**src/rtl/sine_wave_analyser_if.sv**
```systemverilog
// Sample stream in, per-period waveform measurements out.
// The master side drives samples; the slave side is the analyser.
interface sine_wave_analyser_if #(
    parameter int SAMPLE_WIDTH = 8,
    parameter int COUNT_WIDTH  = 16
);
    logic                    sample_valid;
    logic [SAMPLE_WIDTH-1:0] sample;
    logic [COUNT_WIDTH-1:0]  period;
    logic [SAMPLE_WIDTH-1:0] peak;
    logic [SAMPLE_WIDTH-1:0] trough;
    logic [SAMPLE_WIDTH-1:0] amplitude;
    logic                    result_valid;
    logic                    locked;
    logic                    timeout;

    modport master (
        output sample_valid, sample,
        input  period, peak, trough, amplitude, result_valid, locked, timeout
    );

    modport slave (
        input  sample_valid, sample,
        output period, peak, trough, amplitude, result_valid, locked, timeout
    );
endinterface

```
**src/rtl/sine_wave_analyser.sv**
```systemverilog
// Recovers period, peak, trough and amplitude of an unsigned sine stream by
// timing rising midpoint crossings with hysteresis; midpoint is trained first.
module sine_wave_analyser #(
    parameter int SAMPLE_WIDTH = 8,
    parameter int COUNT_WIDTH  = 16,
    parameter int TRAIN_LEN    = 128,
    parameter int HYST         = 4,
    parameter int MAX_PERIOD   = 1024
) (
    input logic                clock,
    input logic                reset,
    sine_wave_analyser_if.slave bus
);

    typedef enum logic [1:0] {
        INIT  = 2'd0,
        TRAIN = 2'd1,
        TRACK = 2'd2
    } state_t;

    state_t state, state_nxt;

    logic [SAMPLE_WIDTH-1:0] run_min, run_max, mid;
    logic [COUNT_WIDTH-1:0]  cnt;
    logic                    below, first_edge;
    logic [COUNT_WIDTH-1:0]  period_q;
    logic [SAMPLE_WIDTH-1:0] peak_q, trough_q, amplitude_q;
    logic                    result_valid_q, locked_q, timeout_q;

    logic [SAMPLE_WIDTH-1:0] run_min_n, run_max_n, mid_n;
    logic [COUNT_WIDTH-1:0]  cnt_n;
    logic                    below_n, first_edge_n;
    logic [COUNT_WIDTH-1:0]  period_n;
    logic [SAMPLE_WIDTH-1:0] peak_n, trough_n, amplitude_n;
    logic                    result_valid_n, locked_n, timeout_n;

    logic [SAMPLE_WIDTH-1:0] min_upd, max_upd, lo_th, hi_th;
    logic [SAMPLE_WIDTH:0]   mm_sum, hi_sum;
    logic [COUNT_WIDTH-1:0]  cnt_inc;
    logic                    crossing, train_done, period_end;

    always_comb begin
        min_upd    = (bus.sample < run_min) ? bus.sample : run_min;
        max_upd    = (bus.sample > run_max) ? bus.sample : run_max;
        mm_sum     = {1'b0, min_upd} + {1'b0, max_upd};
        cnt_inc    = (cnt == '1) ? cnt : cnt + COUNT_WIDTH'(1);
        lo_th      = (mid < SAMPLE_WIDTH'(HYST)) ? '0 : mid - SAMPLE_WIDTH'(HYST);
        hi_sum     = {1'b0, mid} + (SAMPLE_WIDTH + 1)'(HYST);
        hi_th      = hi_sum[SAMPLE_WIDTH] ? '1 : hi_sum[SAMPLE_WIDTH-1:0];
        crossing   = below && (bus.sample >= hi_th);
        train_done = (cnt_inc == COUNT_WIDTH'(TRAIN_LEN));
        period_end = (cnt_inc == COUNT_WIDTH'(MAX_PERIOD));
    end

    always_ff @(posedge clock or negedge reset) begin
        if (!reset) state <= INIT;
        else        state <= state_nxt;
    end

    always_comb begin
        state_nxt = state;
        if (bus.sample_valid) begin
            case (state)
                INIT:    state_nxt = TRAIN;
                TRAIN:   if (train_done) state_nxt = TRACK;
                TRACK:   if (!crossing && period_end) state_nxt = INIT;
                default: state_nxt = INIT;
            endcase
        end
    end

    always_comb begin
        run_min_n      = run_min;
        run_max_n      = run_max;
        mid_n          = mid;
        cnt_n          = cnt;
        below_n        = below;
        first_edge_n   = first_edge;
        period_n       = period_q;
        peak_n         = peak_q;
        trough_n       = trough_q;
        amplitude_n    = amplitude_q;
        result_valid_n = 1'b0;
        locked_n       = locked_q;
        timeout_n      = 1'b0;
        if (bus.sample_valid) begin
            case (state)
                INIT: begin
                    run_min_n = bus.sample;
                    run_max_n = bus.sample;
                    cnt_n     = COUNT_WIDTH'(1);
                end
                TRAIN: begin
                    run_min_n = min_upd;
                    run_max_n = max_upd;
                    cnt_n     = cnt_inc;
                    if (train_done) begin
                        // Midpoint includes the final training sample
                        mid_n        = mm_sum[SAMPLE_WIDTH:1];
                        below_n      = 1'b0;
                        first_edge_n = 1'b1;
                        cnt_n        = '0;
                        run_min_n    = bus.sample;
                        run_max_n    = bus.sample;
                    end
                end
                TRACK: begin
                    if (crossing) begin
                        below_n   = 1'b0;
                        cnt_n     = '0;
                        run_min_n = bus.sample;
                        run_max_n = bus.sample;
                        if (first_edge) begin
                            first_edge_n = 1'b0;
                        end else begin
                            period_n       = cnt + COUNT_WIDTH'(1);
                            peak_n         = max_upd;
                            trough_n       = min_upd;
                            amplitude_n    = max_upd - min_upd;
                            result_valid_n = 1'b1;
                            locked_n       = 1'b1;
                            mid_n          = mm_sum[SAMPLE_WIDTH:1];
                        end
                    end else begin
                        if (bus.sample <= lo_th) below_n = 1'b1;
                        run_min_n = min_upd;
                        run_max_n = max_upd;
                        cnt_n     = cnt_inc;
                        if (period_end) begin
                            timeout_n = 1'b1;
                            locked_n  = 1'b0;
                            cnt_n     = '0;
                        end
                    end
                end
                default: ;
            endcase
        end
    end

    always_ff @(posedge clock or negedge reset) begin
        if (!reset) begin
            run_min        <= '0;
            run_max        <= '0;
            mid            <= '0;
            cnt            <= '0;
            below          <= 1'b0;
            first_edge     <= 1'b0;
            period_q       <= '0;
            peak_q         <= '0;
            trough_q       <= '0;
            amplitude_q    <= '0;
            result_valid_q <= 1'b0;
            locked_q       <= 1'b0;
            timeout_q      <= 1'b0;
        end else begin
            run_min        <= run_min_n;
            run_max        <= run_max_n;
            mid            <= mid_n;
            cnt            <= cnt_n;
            below          <= below_n;
            first_edge     <= first_edge_n;
            period_q       <= period_n;
            peak_q         <= peak_n;
            trough_q       <= trough_n;
            amplitude_q    <= amplitude_n;
            result_valid_q <= result_valid_n;
            locked_q       <= locked_n;
            timeout_q      <= timeout_n;
        end
    end

    assign bus.period       = period_q;
    assign bus.peak         = peak_q;
    assign bus.trough       = trough_q;
    assign bus.amplitude    = amplitude_q;
    assign bus.result_valid = result_valid_q;
    assign bus.locked       = locked_q;
    assign bus.timeout      = timeout_q;

endmodule

```
**src/flat_wrapper.sv**
```systemverilog
// flat-port wrapper written by rule: the top's interface ports become plain ports
module sine_wave_analyser_flat 
#(
    parameter int SAMPLE_WIDTH = 8,
    parameter int COUNT_WIDTH  = 16,
    parameter int TRAIN_LEN    = 128,
    parameter int HYST         = 4,
    parameter int MAX_PERIOD   = 1024
)
  (clock, reset, bus_sample_valid, bus_sample, bus_period, bus_peak, bus_trough, bus_amplitude, bus_result_valid, bus_locked, bus_timeout);
  sine_wave_analyser_if #(.SAMPLE_WIDTH(SAMPLE_WIDTH), .COUNT_WIDTH(COUNT_WIDTH)) bus_i ();
  input logic clock;
  input logic reset;
  input wire logic [$bits(bus_i.sample_valid)-1:0] bus_sample_valid;
  input wire logic [$bits(bus_i.sample)-1:0] bus_sample;
  output wire logic [$bits(bus_i.period)-1:0] bus_period;
  output wire logic [$bits(bus_i.peak)-1:0] bus_peak;
  output wire logic [$bits(bus_i.trough)-1:0] bus_trough;
  output wire logic [$bits(bus_i.amplitude)-1:0] bus_amplitude;
  output wire logic [$bits(bus_i.result_valid)-1:0] bus_result_valid;
  output wire logic [$bits(bus_i.locked)-1:0] bus_locked;
  output wire logic [$bits(bus_i.timeout)-1:0] bus_timeout;
  assign bus_i.sample_valid = bus_sample_valid;
  assign bus_i.sample = bus_sample;
  assign bus_period = bus_i.period;
  assign bus_peak = bus_i.peak;
  assign bus_trough = bus_i.trough;
  assign bus_amplitude = bus_i.amplitude;
  assign bus_result_valid = bus_i.result_valid;
  assign bus_locked = bus_i.locked;
  assign bus_timeout = bus_i.timeout;
  sine_wave_analyser #(.SAMPLE_WIDTH(SAMPLE_WIDTH), .COUNT_WIDTH(COUNT_WIDTH), .TRAIN_LEN(TRAIN_LEN), .HYST(HYST), .MAX_PERIOD(MAX_PERIOD)) u_core (.clock(clock), .reset(reset), .bus(bus_i));
endmodule
```
**config.mk**
```make
export PLATFORM = sky130hd
export DESIGN_NAME = sine_wave_analyser_flat
export DESIGN_NICKNAME = d
export VERILOG_FILES = /design/src/rtl/sine_wave_analyser_if.sv /design/src/rtl/sine_wave_analyser.sv /design/src/flat_wrapper.sv
export SDC_FILE = /design/constraint.sdc
export NUM_CORES = 1
export LEC_CHECK = 0
export CAP_MARGIN = 20
export CORE_MARGIN = 3
export CORE_UTILIZATION = 40
export CTS_CLUSTER_SIZE = 28
export DETAILED_ROUTE_END_ITERATION = 8
export HOLD_SLACK_MARGIN = 0.12
export PLACE_DENSITY = 0.68
export SETUP_SLACK_MARGIN = 0.4
export SLEW_MARGIN = 25
export SYNTH_ARGS = -nofsm -noshare
export SYNTH_HDL_FRONTEND = slang
export SYNTH_SLANG_ARGS = --single-unit
```
**constraint.sdc**
```tcl
create_clock -name clock -period 3.9 [get_ports clock]
set_input_delay 0.975 -clock clock [delete_from_list [all_inputs] [get_ports clock]]
set_output_delay 0.975 -clock clock [all_outputs]
set_load 0.02 [all_outputs]
```
* Word level (Yosys, flattened, before mapping)
Cells that the tools add are included.
Widths: inputs -> output; s select.
** Storage, ports and cells
- Word-level logic and storage cells :: 90
- Input port bits :: 11
- Flip-flop bits (word level) :: 87
** Cells by class
- Reductions and logical operators :: 14
- $add $sub $neg :: 5
- Mux-type cells :: 40
- Equal/unequal tests :: 11
- Order comparisons :: 5
- Bitwise gates (word level) :: 1
** Operators with widths (number)
- $mux 8 :: 11
- $mux 16 :: 4
- $pmux 16 s3 :: 1
- $pmux 8 s3 :: 2
- $add 16x1->16 const B :: 1
- $eq 16x11->1 const B :: 1
- $eq 16x16->1 const B :: 1
- $eq 16x8->1 const B :: 1
- $mux 1 :: 16
- $pmux 8 s2 :: 1
- $reduce_and 4->1 :: 4
- $add 8x3->9 const B :: 1
- $add 8x8->9 :: 1
- $ge 8x8->1 :: 1
- $gt 8x8->1 :: 1
- $le 8x8->1 :: 1
- $lt 8x3->1 const B :: 1
- $lt 8x8->1 :: 1
- $sub 8x3->8 const B :: 1
- $sub 8x8->8 :: 1
- $ne 2x1->1 const B :: 3
- $pmux 2 s3 :: 1
- $reduce_and 5->1 :: 1
- $mux 2 :: 2
- other kinds (13) :: 17

* Logic depth before layout (Yosys ltp)
Gate-level depths: netlist (run 1).
- Word-level depth :: 8
- Gate-level depth with buffers :: 18
- Depth with buffers taken out :: 18

* Worst setup path before layout (run 1)
Ideal clock, no wire load.
- Path kind :: in2reg
- Start point :: input bus_sample[1]
- End point :: register u_core.amplitude_q[6] (netlist: u_core.bus.amplitude[6])
- Stages on the path :: 17
- Buffers on the path :: 1
- Path slack :: -82 ps
- Arrival time :: 3848 ps
- Cells stage by stage :: ha_1 > nor2b_1 > o211ai_1 > a21oi_1 > o22ai_1 > inv_1 > clkbuf_1 > o21ai_0 > inv_1 > fa_1 > inv_1 > a21oi_1 > nor2_1 > a21oi_1 > o31ai_1 > xnor2_1 > o21ai_0
** On the way
- Cells in the longest elaborated chain, start to end :: 3
- Elaborated cells between the ends (all ways) :: 8
- Those cells by class :: 1 x add/sub; 3 x order compare; 2 x mux; 2 x reduce/logical
** RTL lines
- start, declared :: RTL line flat_wrapper.sv:15 : input wire logic [$bits(bus_i.sample)-1:0] bus_sample;
- $gt 8x8->1 :: RTL line sine_wave_analyser.sv:44 : max_upd = (bus.sample > run_max) ? bus.sample : run_max;
- $mux 8 * :: RTL line sine_wave_analyser.sv:44
- net u_core.max_upd[1] :: RTL line sine_wave_analyser.sv:37 : logic [SAMPLE_WIDTH-1:0] min_upd, max_upd, lo_th, hi_th;
- $sub 8x8->8 * :: RTL line sine_wave_analyser.sv:119 : amplitude_n = max_upd - min_upd;
- end signal, assigned :: RTL line sine_wave_analyser.sv:166 : amplitude_q <= amplitude_n;
- end, declared :: RTL line sine_wave_analyser.sv:27 : logic [SAMPLE_WIDTH-1:0] peak_q, trough_q, amplitude_q;
The timed path passes the listed nets; every way through them passes the cells marked *.
A chain may end at the register's enable or synchronous reset.

* Worst setup path in the final report (run 1)
- Start point :: input bus_sample[3]
- End point :: register u_core.mid[6]
** On the way
- Cells in the longest elaborated chain, start to end :: 6
- Elaborated cells between the ends (all ways) :: 13
- Those cells by class :: 1 x add/sub; 3 x order compare; 1 x eq/ne; 6 x mux; 2 x reduce/logical
** RTL lines
- $lt 8x8->1 :: RTL line sine_wave_analyser.sv:43 : min_upd = (bus.sample < run_min) ? bus.sample : run_min;
- $mux 8 * :: RTL line sine_wave_analyser.sv:43
- net u_core.min_upd[3] :: RTL line sine_wave_analyser.sv:37
- $add 8x8->9 * :: RTL line sine_wave_analyser.sv:45 : mm_sum = {1'b0, min_upd} + {1'b0, max_upd};
- $mux 8 :: RTL line sine_wave_analyser.sv:113 : if (first_edge) begin
- $mux 8 :: RTL line sine_wave_analyser.sv:108 : if (crossing) begin
- $pmux 8 s2 * :: RTL line sine_wave_analyser.sv:87 : case (state)
- end signal, assigned :: RTL line sine_wave_analyser.sv:159 : mid <= mid_n;
- end, declared :: RTL line sine_wave_analyser.sv:23 : logic [SAMPLE_WIDTH-1:0] run_min, run_max, mid;
The timed path passes the listed nets; every way through them passes the cells marked *. The select of a mux whose other input is x is not followed.

==> results.json, run 1 <==
{
  "vias": 5420,
  "fillers": 1220,
  "io_pins": 54,
  "crit_type": "in -> reg",
  "crit_path_start_kind": "primary input",
  "dp_slack_ps": -467,
  "synth_common_cells": "nand2_1, dfrtp_1, o21ai_0",
  "synth_nets": 735,
  "syn_inst": 670,
  "avgRoutedWirePerCell_um": 17.1,
  "grt_usage_pct": 20.9,
  "nets": 859,
  "grt_pass1_vias": 5304,
  "post-route-drc-count": 0,
  "clkLatencyLatePin_ps": 340,
  "yosysWarnings": 0,
  "dp_hpwl_um": 12400,
  "grt_remaining_overflow": 0,
  "initial_core_util_pct": 41.1,
  "timing.final.ws_setup_ps": 455,
  "place_congestion": 0.885,
  "timing.final.max_slew_violations": 0,
  "syn2layout_area_growth_pct": 34.9,
  "finClkSkew_ps": 8.88,
  "via_per_inst": 5.54,
  "detail_route.first_pass.iterations": 6,
  "yosys-top-cells-area": "dfrtp_1, ha_1, nand2_1",
  "grt_pass1_wl_um": 26900,
  "core_um2": 14000,
  "holdBufCountCts": 0,
  "rsz0062_at_grt": "yes",
  "yosysMostFrequentCell": "nand2_1",
  "async_flop_share_pct": 100,
  "cts_max_path_buffers": 2,
  "finalPower_mw": 6.88,
  "n_antenna_cell": 0,
  "maxCapViolations": 0,
  "required_ps": 4120,
  "cts_tree": "done",
  "synth_area_leader_cell": "dfrtp_1",
  "syn_area_per_cell_um2": 8.57,
  "die_x_um": 126,
  "hold-path-cell-count": 2,
  "worst_slew_pin_slew_ps": 655,
  "antenna_found_initial": 0,
  "io_buffers": 53,
  "peakVddDrop_mv": 0.404,
  "drt_iter0_markers": 435,
  "die_y_um": 126,
  "htreeDepth": 3,
  "status": "finished clean",
  "clkTransAtPathRegs_ps": 70,
  "setup_viol": 0,
  "routed_wl_um": 16800,
  "fp-row-count": 43,
  "clock-root-buffer": "clkbuf_16",
  "fp.dieArea_um2": 15800,
  "ys_ff_latch": 87,
  "cp.arrival_ps": 3660,
  "cp_max_fo": 6,
  "drive_above_1_share_pct": 24.3,
  "cts_sinks": 87,
  "synth_edf_count": 0,
  "rr_worst_depth": 10,
  "synth_top_area_share_pct": 37.9,
  "ys_seq_area_share_pct": 37.9,
  "synth_cell_type_count": 59,
  "cts_buffers": 9,
  "ant_nets": 0,
  "pwr_density_cell_nw_per_um2": 888,
  "grt_max_degree": 54,
  "slew_headroom_pct": 56.3,
  "finalHoldViolCount": 0,
  "synth_ff_type": "dfrtp_1",
  "leakage_nw": 3.51,
  "end_kind": "register",
  "period_minus_slack_ps": 3440,
  "fin_crit_sh_pct": 88.3,
  "synth_area_um2": 5740,
  "fmax_ghz": 0.290,
  "hold_class": "reg -> reg"
}
final timing paths:
kind	startpoint	slack, ps	endpoint
setup reg to reg	u_core.cnt[0]	540	u_core.mid[6]
hold / removal	u_core.bus.period[11]	480	u_core.bus.period[11]
hold reg to reg	u_core.bus.period[11]	480	u_core.bus.period[11]
setup / recovery	bus_sample[3]	460	u_core.mid[6]
min in group asynchronous	reset	660	u_core.bus.period[8]
max in group asynchronous	reset	2520	u_core.bus.trough[0]
metrics by stage:
stage | hold slack (ps) | util (%) | area, um^2 | TNS (ps) | instances
2_1_floorplan | 466 | - | 5860 | 0 | 670
3_3_place_gp | 460 | 50.8 | 7110 | -9110 | 955
3_5_place_dp | 468 | 50.8 | 7110 | -13560 | 955
4_1_cts | 483 | 54.3 | 7600 | 0 | 975
5_1_grt | 516 | 55.4 | 7750 | 0 | 979
6_report | 479 | 55.4 | 7750 | 0 | 979
flip-flops by register name (all words and copies together), names as in the netlist:
signal                   flops
u_core.below                 1
u_core.bus.peak              8
u_core.bus.locked            1
u_core.cnt                  16
u_core.bus.trough            8
u_core.bus.result_valid      1
u_core.bus.amplitude         8
u_core.bus.period           16
u_core.first_edge            1
u_core.state                 2
u_core.run_min               8
u_core.run_max               8
u_core.mid                   8
u_core.bus.timeout           1
cells by family (layout without fill, tap and decap cells):
kind of cell,count (synthesis),after routing,share of synthesized area [%]
and+or+nand+nor,238,238,19.3
AOI/OAI and AO/OA,171,171,18.8
adders and majority gates,54,54,12.0
buffers and inverters,79,208,5.36
muxes,15,15,2.68
DFF,87,87,37.9
xor gates and xnor gates,26,26,3.96
power breakdown:
group | total (mW) | internal, mW | switching, mW
logic | 4.53 | 2.23 | 2.30
registers | 1.46 | 1.19 | 0.275
clock network | 0.895 | 0.518 | 0.377
cells in the final DEF (no fill, tap or decap), types with 7 or more instances in the layout:
cell type	n
inv_1	38
o21ai_0	47
a21oi_1	32
nand4_1	12
clkbuf_16	9
nor3_1	10
ha_4	13
nand3_1	14
a22o_1	15
xor2_1	7
nand2_1	105
nand2b_1	9
buf_4	93
nor2_1	44
ha_1	34
xnor2_1	19
dfrtp_1	86
clkdlybuf4s50_1	44
o21ai_1	12
a21oi_2	10
inv_2	7
final cells by class:
| class | instances | area, um^2 | share of cell area (%) |
|---|---|---|---|
| clock buffer | 12 | 246 | 3.18 |
| clock inverter | 4 | 53.8 | 0.694 |
| inverter | 46 | 175 | 2.26 |
| multi-input combinational | 504 | 3650 | 47.1 |
| sequential | 87 | 2180 | 28.1 |
| tap | 180 | 225 | 2.91 |
| timing repair buffer | 146 | 1220 | 15.8 |
metal layers:
metal	vias to the layer above	part of all wire (%)	GRT usage [%]
li1	2598	-	-
met1	2618	45	28.8
met2	170	47	34.1
met3	34	5.2	2.54
met4	0	2.1	7.51
met5	-	0	0
repair_timing:
| item | 4_1_cts | 5_1_grt |
|---|---|---|
| gates resized for setup | 60 | 49 |
| hold endpoints to repair | 0 | 0 |
| setup buffers | 4 | 4 |
| setup endpoints to repair | 75 | 74 |
| pin swaps | 12 | 28 |
critical path: stages:
cell      delay, ps
buf_4           140
ha_4            250
o21a_1          120
nor2_2           50
o31ai_4         460
buf_6           210
mux2i_4         250
inv_2            70
ha_4            260
a21o_1          210
a21oi_2         170
buf_4           130
o211a_1         170
nor4_2           40
nand3b_1        160
No activity file was read; power rests on OpenSTA's default activity.
==> inputs of run 2 (changes only) <==
CORE_UTILIZATION = 58   (was 40)
PLACE_DENSITY = 0.9   (was 0.68)
==> results.json, run 2 (synthesis gave the netlist of run 1 again) <==
{
  "post-route-drc-count": 0,
  "finClkSkew_ps": 16.4,
  "core_um2": 9420,
  "cp_slowest_cell": "o31ai_1",
  "grt_pass1_wl_um": 29000,
  "io_buffers": 53,
  "timing.final.max_slew_violations": 0,
  "clkTransAtPathRegs_ps": 100,
  "fmax_ghz": 0.277,
  "grt_remaining_overflow": 0,
  "rsz0062_at_grt": "yes",
  "path_common_cell": "buf_4",
  "n_antenna_cell": 0,
  "crit_type": "in -> reg",
  "ant_nets": 0,
  "cp_max_fo": 4,
  "hold-path-cell-count": 2,
  "drive_above_1_share_pct": 27.8,
  "antenna_found_initial": 0,
  "r2r_start": "u_core.mid[2]",
  "worstReg2RegEnd": "u_core.cnt[13]",
  "hold_slack_ps": 485,
  "hold_end": "u_core.bus.peak[6]",
  "vias": 6016,
  "fp.dieArea_um2": 11100,
  "maxCapViolations": 0,
  "syn2layout_area_growth_pct": 37.9,
  "nets": 880,
  "place_congestion": 1.03,
  "cts_tree": "done",
  "routed_wl_um": 20200,
  "grt_usage_pct": 33.2,
  "worst_slew_pin_slew_ps": 694,
  "reg2reg_slack_ps": 400,
  "final_cell_mix": "buf_4, nand2_1, dfrtp_1, o21ai_0, nor2_1",
  "dp_slack_ps": -446,
  "dp_hpwl_um": 13200,
  "grt_pass1_vias": 5570,
  "fin_crit_sh_pct": 92.5,
  "finalHoldViolCount": 0,
  "period_minus_slack_ps": 3610,
  "path_cells": "buf_2 -> ha_4 -> nand4_1 -> buf_4 -> nand2_1 -> a21oi_1 -> o21ba_2 -> buf_4 -> o31ai_1 -> nand3_1 -> o211a_1 -> o211ai_1 -> nand3b_1",
  "cpPeakStageDelay_ps": 560,
  "cts_sinks": 87,
  "holdBufCountCts": 0,
  "htreeDepth": 3,
  "die_x_um": 106,
  "fp-row-count": 35,
  "drt_iter0_markers": 673,
  "die_y_um": 106,
  "pwr_density_cell_nw_per_um2": 918,
  "clkLatencyLatePin_ps": 380,
  "status": "finished clean",
  "setup_viol": 0,
  "avgRoutedWirePerCell_um": 21.3,
  "hold_class": "reg -> reg",
  "initial_core_util_pct": 61.0,
  "peakVddDrop_mv": 0.546,
  "required_ps": 4150,
  "critical-path-top-delay-family": "compound AO/OA/AOI/OAI gates",
  "clock-root-buffer": "clkbuf_8",
  "critPathBufInv": 3,
  "grt_max_degree": 35,
  "worstHoldStart": "u_core.bus.peak[6]",
  "crit_path_start_kind": "primary input",
  "cts_max_path_buffers": 2,
  "end_kind": "register",
  "leakage_nw": 3.62,
  "via_per_inst": 6.34,
  "detail_route.first_pass.iterations": 5,
  "slew_headroom_pct": 53.6,
  "timing.final.ws_setup_ps": 291,
  "cts_buffers": 9,
  "rr_worst_depth": 16,
  "io_pins": 54,
  "cp.arrival_ps": 3860,
  "final_common_cell": "buf_4"
}
[run 2: stage by stage]
stage	instances	utilization (%)	total power [mW]	TNS [ps]	instance area (um^2)
finish	949	84.1	7.28	0	7920
global placement	911	75.6	5.36	-9850	7120
floorplan	670	-	3.77	0	5860
CTS	929	79.3	6.38	0	7470
global route	949	84.1	7.67	0	7920
detailed placement	911	75.6	5.51	-14860	7120
[run 2: worst max-delay path by stage]
stage                       start                      end  slack (ps)  depth (start not counted)
detailed placement  bus_sample[1]  u_core.bus.amplitude[5]        -450                         17
CTS                 u_core.mid[2]        u_core.run_min[0]         400                         15
floorplan           bus_sample[2]  u_core.bus.amplitude[6]         310                         14
global placement    bus_sample[1]            u_core.mid[7]        -310                         15
global route        bus_sample[0]            u_core.mid[6]         200                         19
finish              bus_sample[3]            u_core.mid[6]         290                         13
[run 2: repair_timing]
action | in CTS | in global routing
endpoints found under the hold margin | 0 | 0
endpoints found under the setup margin | 77 | 50
resized for setup | 47 | 80
buffers inserted | 2 | 20
pin swaps | 10 | 38
[run 2: where the power goes]
group	switching, mW	leakage [nW]	total [mW]	internal, mW
registers	0.303	1.12	1.49	1.19
logic	2.66	2.40	5.08	2.43
clock network	0.377	0.107	0.702	0.325
[run 2: layout make-up]
class | count | area, um^2
multi-input cells | 504 | 3760
flip-flops and latches | 87 | 2180
fillers | 528 | 1490
repair buffers | 167 | 1430
inverters | 46 | 175
well taps | 129 | 161
clock buffers | 10 | 138
clock inverters | 6 | 77.6
[run 2: worst min-delay path, stage by stage (launching register included)]
cell and delay, ps:
dfrtp_1 350, nand2_1 50, nand2_1 60
[run 2: per-layer routing]
metal	track usage (%)	share of wire (%)	vias to the layer above	routed length, um
met5	0	0	-	0
li1	-	-	2633	-
met3	7.23	11	101	2180
met1	45.7	39	2855	7800
met2	51.9	46	427	9320
met4	11.9	4.7	0	957
